### config.mk
export PLATFORM = sky130hd
export DESIGN_NAME = mat_vec_loader
export DESIGN_NICKNAME = d
export VERILOG_FILES = /design/src/rtl/mat_vec_loader.sv
export SDC_FILE = /design/constraint.sdc
export NUM_CORES = 1
export LEC_CHECK = 0
export CAP_MARGIN = 20
export CORE_ASPECT_RATIO = 1.75
export CORE_MARGIN = 2
export CORE_UTILIZATION = 40
export CTS_CLUSTER_SIZE = 14
export DETAILED_ROUTE_END_ITERATION = 8
export MAX_ROUTING_LAYER = met4
export PLACE_DENSITY = 0.6
export SLEW_MARGIN = 10
export SYNTH_ARGS = -nofsm -noshare
export SYNTH_HDL_FRONTEND = slang
export SYNTH_SLANG_ARGS = --single-unit
### constraint.sdc
create_clock -name clk -period 2.38 [get_ports clk]
set_clock_uncertainty 0.15 [all_clocks]
set_input_delay 0.476 -clock clk [delete_from_list [all_inputs] [get_ports clk]]
set_output_delay 0.476 -clock clk [all_outputs]
set_load 0.01 [all_outputs]
### src/rtl/mat_vec_loader.sv
// mat_vec_loader: upstream feeder for the 8x8 systolic matrix-vector multiplier.
//   On start it clears the multiplier, fetches DEPTH rows of A plus vector B
//   (DEPTH+1 memory words) one read at a time, then streams the data column by
//   column into the multiplier FIFOs with DEPTH back-to-back mm_wren cycles.
//   It then waits for mm_done and pulses ldr_done.
// Ports:
//   clk, rst_n           clock, asynchronous active-low reset
//   start, base_addr     job request (IDLE only) and word address of A row 0
//   busy, ldr_done       job in progress / one-cycle completion pulse
//   mem_*                Avalon-MM-style read master, one read outstanding
//   mm_clr, mm_wren      multiplier clear and FIFO write strobe
//   mm_a_mat, mm_b_vec   column data, zero when mm_wren is low
//   mm_done              multiplier result-ready
module mat_vec_loader #(
    parameter int DATA_WIDTH = 8,
    parameter int DEPTH      = 8,
    parameter int ADDR_WIDTH = 32
) (
    input  logic                               clk,
    input  logic                               rst_n,
    input  logic                               start,
    input  logic [ADDR_WIDTH-1:0]              base_addr,
    output logic                               busy,
    output logic                               ldr_done,
    output logic [ADDR_WIDTH-1:0]              mem_address,
    output logic                               mem_read,
    input  logic                               mem_waitrequest,
    input  logic [DATA_WIDTH*DEPTH-1:0]        mem_readdata,
    input  logic                               mem_readdatavalid,
    output logic                               mm_clr,
    output logic                               mm_wren,
    output logic [0:DEPTH-1][DATA_WIDTH-1:0]   mm_a_mat,
    output logic [DATA_WIDTH-1:0]              mm_b_vec,
    input  logic                               mm_done
);

    localparam int KW = $clog2(DEPTH + 1);
    localparam int JW = (DEPTH > 1) ? $clog2(DEPTH) : 1;

    typedef enum logic [2:0] {
        S_IDLE,
        S_CLEAR,
        S_RD_REQ,
        S_RD_WAIT,
        S_PUSH,
        S_WAIT_DONE,
        S_FINISH
    } state_t;

    state_t                        state_q;
    logic [ADDR_WIDTH-1:0]         base_q;
    logic [ADDR_WIDTH-1:0]         addr_q;
    logic [KW-1:0]                 k_q;
    logic [JW-1:0]                 j_q;
    logic                          busy_q;
    logic                          done_q;
    logic                          rd_q;
    logic                          clr_q;
    logic                          wren_q;
    logic [DATA_WIDTH*DEPTH-1:0]   rbuf_q [0:DEPTH];

    // Control outputs are registered alongside the state transition that
    // enters the state they belong to, so they carry no input-to-output path.
    always_ff @(posedge clk or negedge rst_n) begin
        if (!rst_n) begin
            state_q <= S_IDLE;
            base_q  <= '0;
            addr_q  <= '0;
            k_q     <= '0;
            j_q     <= '0;
            busy_q  <= 1'b0;
            done_q  <= 1'b0;
            rd_q    <= 1'b0;
            clr_q   <= 1'b0;
            wren_q  <= 1'b0;
            for (int unsigned i = 0; i <= DEPTH; i++) begin
                rbuf_q[i] <= '0;
            end
        end else begin
            case (state_q)
                S_IDLE: begin
                    if (start) begin
                        base_q  <= base_addr;
                        busy_q  <= 1'b1;
                        clr_q   <= 1'b1;
                        state_q <= S_CLEAR;
                    end
                end
                S_CLEAR: begin
                    clr_q   <= 1'b0;
                    k_q     <= '0;
                    rd_q    <= 1'b1;
                    addr_q  <= base_q;
                    state_q <= S_RD_REQ;
                end
                S_RD_REQ: begin
                    if (!mem_waitrequest) begin
                        rd_q    <= 1'b0;
                        state_q <= S_RD_WAIT;
                    end
                end
                S_RD_WAIT: begin
                    if (mem_readdatavalid) begin
                        rbuf_q[k_q] <= mem_readdata;
                        if (k_q == KW'(DEPTH)) begin
                            j_q     <= '0;
                            wren_q  <= 1'b1;
                            state_q <= S_PUSH;
                        end else begin
                            k_q     <= k_q + KW'(1);
                            rd_q    <= 1'b1;
                            addr_q  <= base_q + ADDR_WIDTH'(k_q + KW'(1));
                            state_q <= S_RD_REQ;
                        end
                    end
                end
                S_PUSH: begin
                    if (j_q == JW'(DEPTH - 1)) begin
                        wren_q  <= 1'b0;
                        state_q <= S_WAIT_DONE;
                    end else begin
                        j_q <= j_q + JW'(1);
                    end
                end
                S_WAIT_DONE: begin
                    if (mm_done) begin
                        done_q  <= 1'b1;
                        state_q <= S_FINISH;
                    end
                end
                S_FINISH: begin
                    done_q  <= 1'b0;
                    busy_q  <= 1'b0;
                    state_q <= S_IDLE;
                end
                default: state_q <= S_IDLE;
            endcase
        end
    end

    // Transpose: column j of the multiplier input is element j of every row word.
    always_comb begin
        mm_a_mat = '0;
        mm_b_vec = '0;
        if (wren_q) begin
            for (int unsigned i = 0; i < DEPTH; i++) begin
                mm_a_mat[JW'(i)] = rbuf_q[KW'(i)][int'(j_q)*DATA_WIDTH +: DATA_WIDTH];
            end
            mm_b_vec = rbuf_q[KW'(DEPTH)][int'(j_q)*DATA_WIDTH +: DATA_WIDTH];
        end
    end

    assign busy        = busy_q;
    assign ldr_done    = done_q;
    assign mem_address = addr_q;
    assign mem_read    = rd_q;
    assign mm_clr      = clr_q;
    assign mm_wren     = wren_q;

endmodule

==> summary.txt <==
Outcome
  • Outcome: complete, but fails checks
  • Failing checks: negative setup slack

Logic synthesis
  • Synth Register Bits: 591
  • Post-synthesis average cell area: 15.5 µm²
  • Mapped Area: 27200 µm²
  • Asr flop ratio synth: 100%
  • Cells after Synth: 1760
  • Synth unique cells: 52
  • Synth warn: 0
  • Post-synthesis sequential area ratio: 54.4%
  • EDFF count, synth: 0
  • Post-synth top flop: dfrtp_1

Worst setup path
  • CP max FO: 8
  • CP bufs+invs: 5
  • Critical path's top delay family: buffers and inverters
  • CP Class: reg2out
  • Worst-path cell chain: buf_12, buf_16, buf_12, buf_4, mux4_2, mux2i_4, nor2b_4, buf_6
  • Worst setup SP type: register
  • Crit-path max cell delay: 500 ps
  • RR Startpoint: base_q[1]
  • Crit path DAT: 2560 ps
  • Reg2Reg Depth: 7
  • FF-to-FF End: mem_address[5]
  • Worst path most repeated cell: buf_12
  • CP required: 1750 ps
  • Reg2Reg Setup Slack: 90 ps
  • Worst setup EP type: output pin
  • CP max stage cell: dfrtp_4

Die
  • I/O pin cnt: 211
  • Die Height: 349 µm
  • Starting Density: 40.4%
  • # rows: 126
  • Die ar.: 70200 µm²
  • Core Region: 67300 µm²
  • Die X: 201 µm

Place
  • Placed cells: 2884
  • Dpl cell area: 31200 µm²
  • Detailed placement HPWL: 53600 µm
  • IO buf count: 202
  • Gp weighted congestion: 0.860

Clock tree
  • CTS tree: done
  • Clk Latency, worst-skew pair: 610 ps
  • Root buffer cell: clkbuf_16
  • CTS Buf Count: 55
  • Clock slew at reported path FFs: 60 ps
  • CTS Buffer Depth: 3
  • H-tree depth: 2
  • Clock sinks: 591

Cells and area
  • Finished Cell Area: 34300 µm²
  • Post-layout nets: 2204
  • Fill cells: 5632
  • Storage cell area: 14800 µm²
  • Multi-input logic area: 12100 µm²
  • Non-Filler Instances: 3035
  • Share of cells above drive strength 1: 51.5%
  • Syn-to-layout area delta: 26.2%

GRT
  • Tot GR Track Use: 23.2%
  • GRT overflow: 0
  • Initial antenna violation count: 6
  • Vias in the first global route: 18100
  • First-pass GRT wire length: 118000 µm
  • Largest net degree at the start of global routing: 76

Detailed routing
  • Via density: 5.40
  • Drt total wl: 78000 µm
  • Residual DRC count: 0
  • Antenna Nets Post-Route: 0
  • WL per Instance: 25.7 µm
  • Via Count: 16400
  • Starting DRT DRC Count: 742
  • 1st-pass router iterations: 4

STA
  • Final Hold Viols: 0
  • Slew Limit Fails: 0
  • Final Setup Violations: 64
  • Slew @ Worst Pin: 660 ps
  • Setup WS post-layout: -809 ps
  • RSZ-0062 raised after global routing: true
  • Fin crit share: 134%
  • Slew margin rel.: 55.9%
  • Fin crit period: 3190 ps
  • Post-route setup TNS: -44800 ps
  • Fmax: 314 MHz

Hold path
  • Tightest Hold Check Type: in2async

Power
  • Worst VDD drop: 0.683 mV
  • Power per cell area: 1260 nW/µm²
  • Leakage: 15.1 nW

Job
  • Number of max-cap violations: 0
-- cell type report --
cell class | instances | share of cell area (%)
Tap cell | 896 | 3.27
Antenna cell | 5 | 0.0364
Inverter | 8 | 0.0875
Timing Repair Buffer | 387 | 12.5
Clock buffer | 81 | 4.85
Clock inverter | 19 | 0.857
Sequential cell | 591 | 43.1
Multi-Input combinational cell | 1048 | 35.3
-- state kept, by name, summed over array words and instances, names as in the netlist --
signal / count
mm_wren: 1
mm_clr: 1
k_q: 4
base_q: 32
mem_address: 32
ldr_done: 1
rbuf_q: 512
mem_read: 1
j_q: 3
state_q: 3
busy: 1
-- layer usage --
layer  up-vias  track usage [%]  part of all wire [%]
met5         -                -                     0
met4         0             8.07                   4.2
met3       113             3.46                   3.9
met2       327             42.3                    54
met1      8807             25.7                    38
li1       7146                -                     -
-- placed cells by master (no fill, tap or decap), drive strengths merged, types with 12 or more instances in the layout --
cell type / netlist / final
clkbuf: 35 / 81
xor2: 16 / 16
nand2: 44 / 44
mux4: 128 / 128
nand3: 15 / 15
dfrtp: 591 / 591
nor2b: 65 / 65
clkdlybuf4s50: 0 / 136
buf: 85 / 248
nor2: 12 / 12
mux2: 543 / 543
mux2i: 66 / 66
o21ai: 44 / 44
-- worst max-delay path by stage --
stage,cells past startpoint,start,end,slack (ps)
finish,8,j_q[0],mm_a_mat[51],-810
floorplan,5,j_q[0],mm_a_mat[20],60
CTS,8,j_q[0],mm_a_mat[52],-890
global placement,6,j_q[0],mm_a_mat[58],-810
detailed placement,6,j_q[0],mm_a_mat[58],-740
global route,9,j_q[0],mm_a_mat[31],-890
-- Yosys cell counts (5+ instances only) --
library cell	instances	area [µm²]
a21oi_1	8	40.0
a31oi_1	8	50.1
and2_1	7	43.8
and3_1	7	43.8
buf_1	6	22.5
buf_2	20	100
buf_4	34	255
buf_6	25	282
clkbuf_1	35	131
dfrtp_1	591	14800
ha_1	10	125
inv_1	8	30.0
mux2_2	543	6110
mux2i_1	66	661
mux4_2	128	2880
nand2_1	40	150
nand3_1	15	75.1
nand4_1	5	31.3
nor2_1	12	45.0
nor2b_1	65	407
nor3_1	6	30.0
o21ai_0	42	210
or3_1	5	31.3
xnor2_1	9	78.8
xor2_1	16	140
-- power breakdown --
group	leakage (nW)	switching, W	internal, W
Clock	0.964	0.00397	0.00560
Sequential	7.63	0.00231	0.0142
Combinational	6.46	0.00691	0.0102
-- cell families after synthesis --
logic type	after synthesis	synth area share (%)
AO/OA/AOI/OAI	83	1.84
XOR/XNOR	25	0.805
other	1	0.0138
buffers and inverters	128	3.02
adder cells (fa/ha/maj)	11	0.534
multiplexers	737	35.5
AND/OR/NAND/NOR	184	3.92
flip-flops	591	54.4
-- worst register-to-register path, stage by stage, from the launching register on --
cell and delay (ps):
dfrtp_2 440, ha_1 290, nor2b_2 160, o31a_1 300, o21ai_1 380, buf_4 210
xor2_1 150, o21ai_0 90
-- through the flow --
stage / utilization, % / power [W] / setup slack (ps) / hold WS [ps]
CTS: 50.5 / 0.0431 / -891 / 225
global route: 51.0 / 0.0453 / -893 / 234
finish: 51.0 / 0.0431 / -809 / 229
detailed placement: 46.3 / 0.0312 / -739 / 293
global placement: 46.3 / 0.0306 / -806 / 283
floorplan: - / 0.0253 / 55.2 / 30.4
-- repair_timing --
action                                  4_1_cts  5_1_grt
gates cloned                                 10        0
setup buffers                                38       15
pin swaps                                     1        3
endpoints found under the hold margin        31        0
resized for setup                           361       67
endpoints found under the setup margin       67       82
hold buffers                                  1        0
Power figures use the tool's default switching activity.
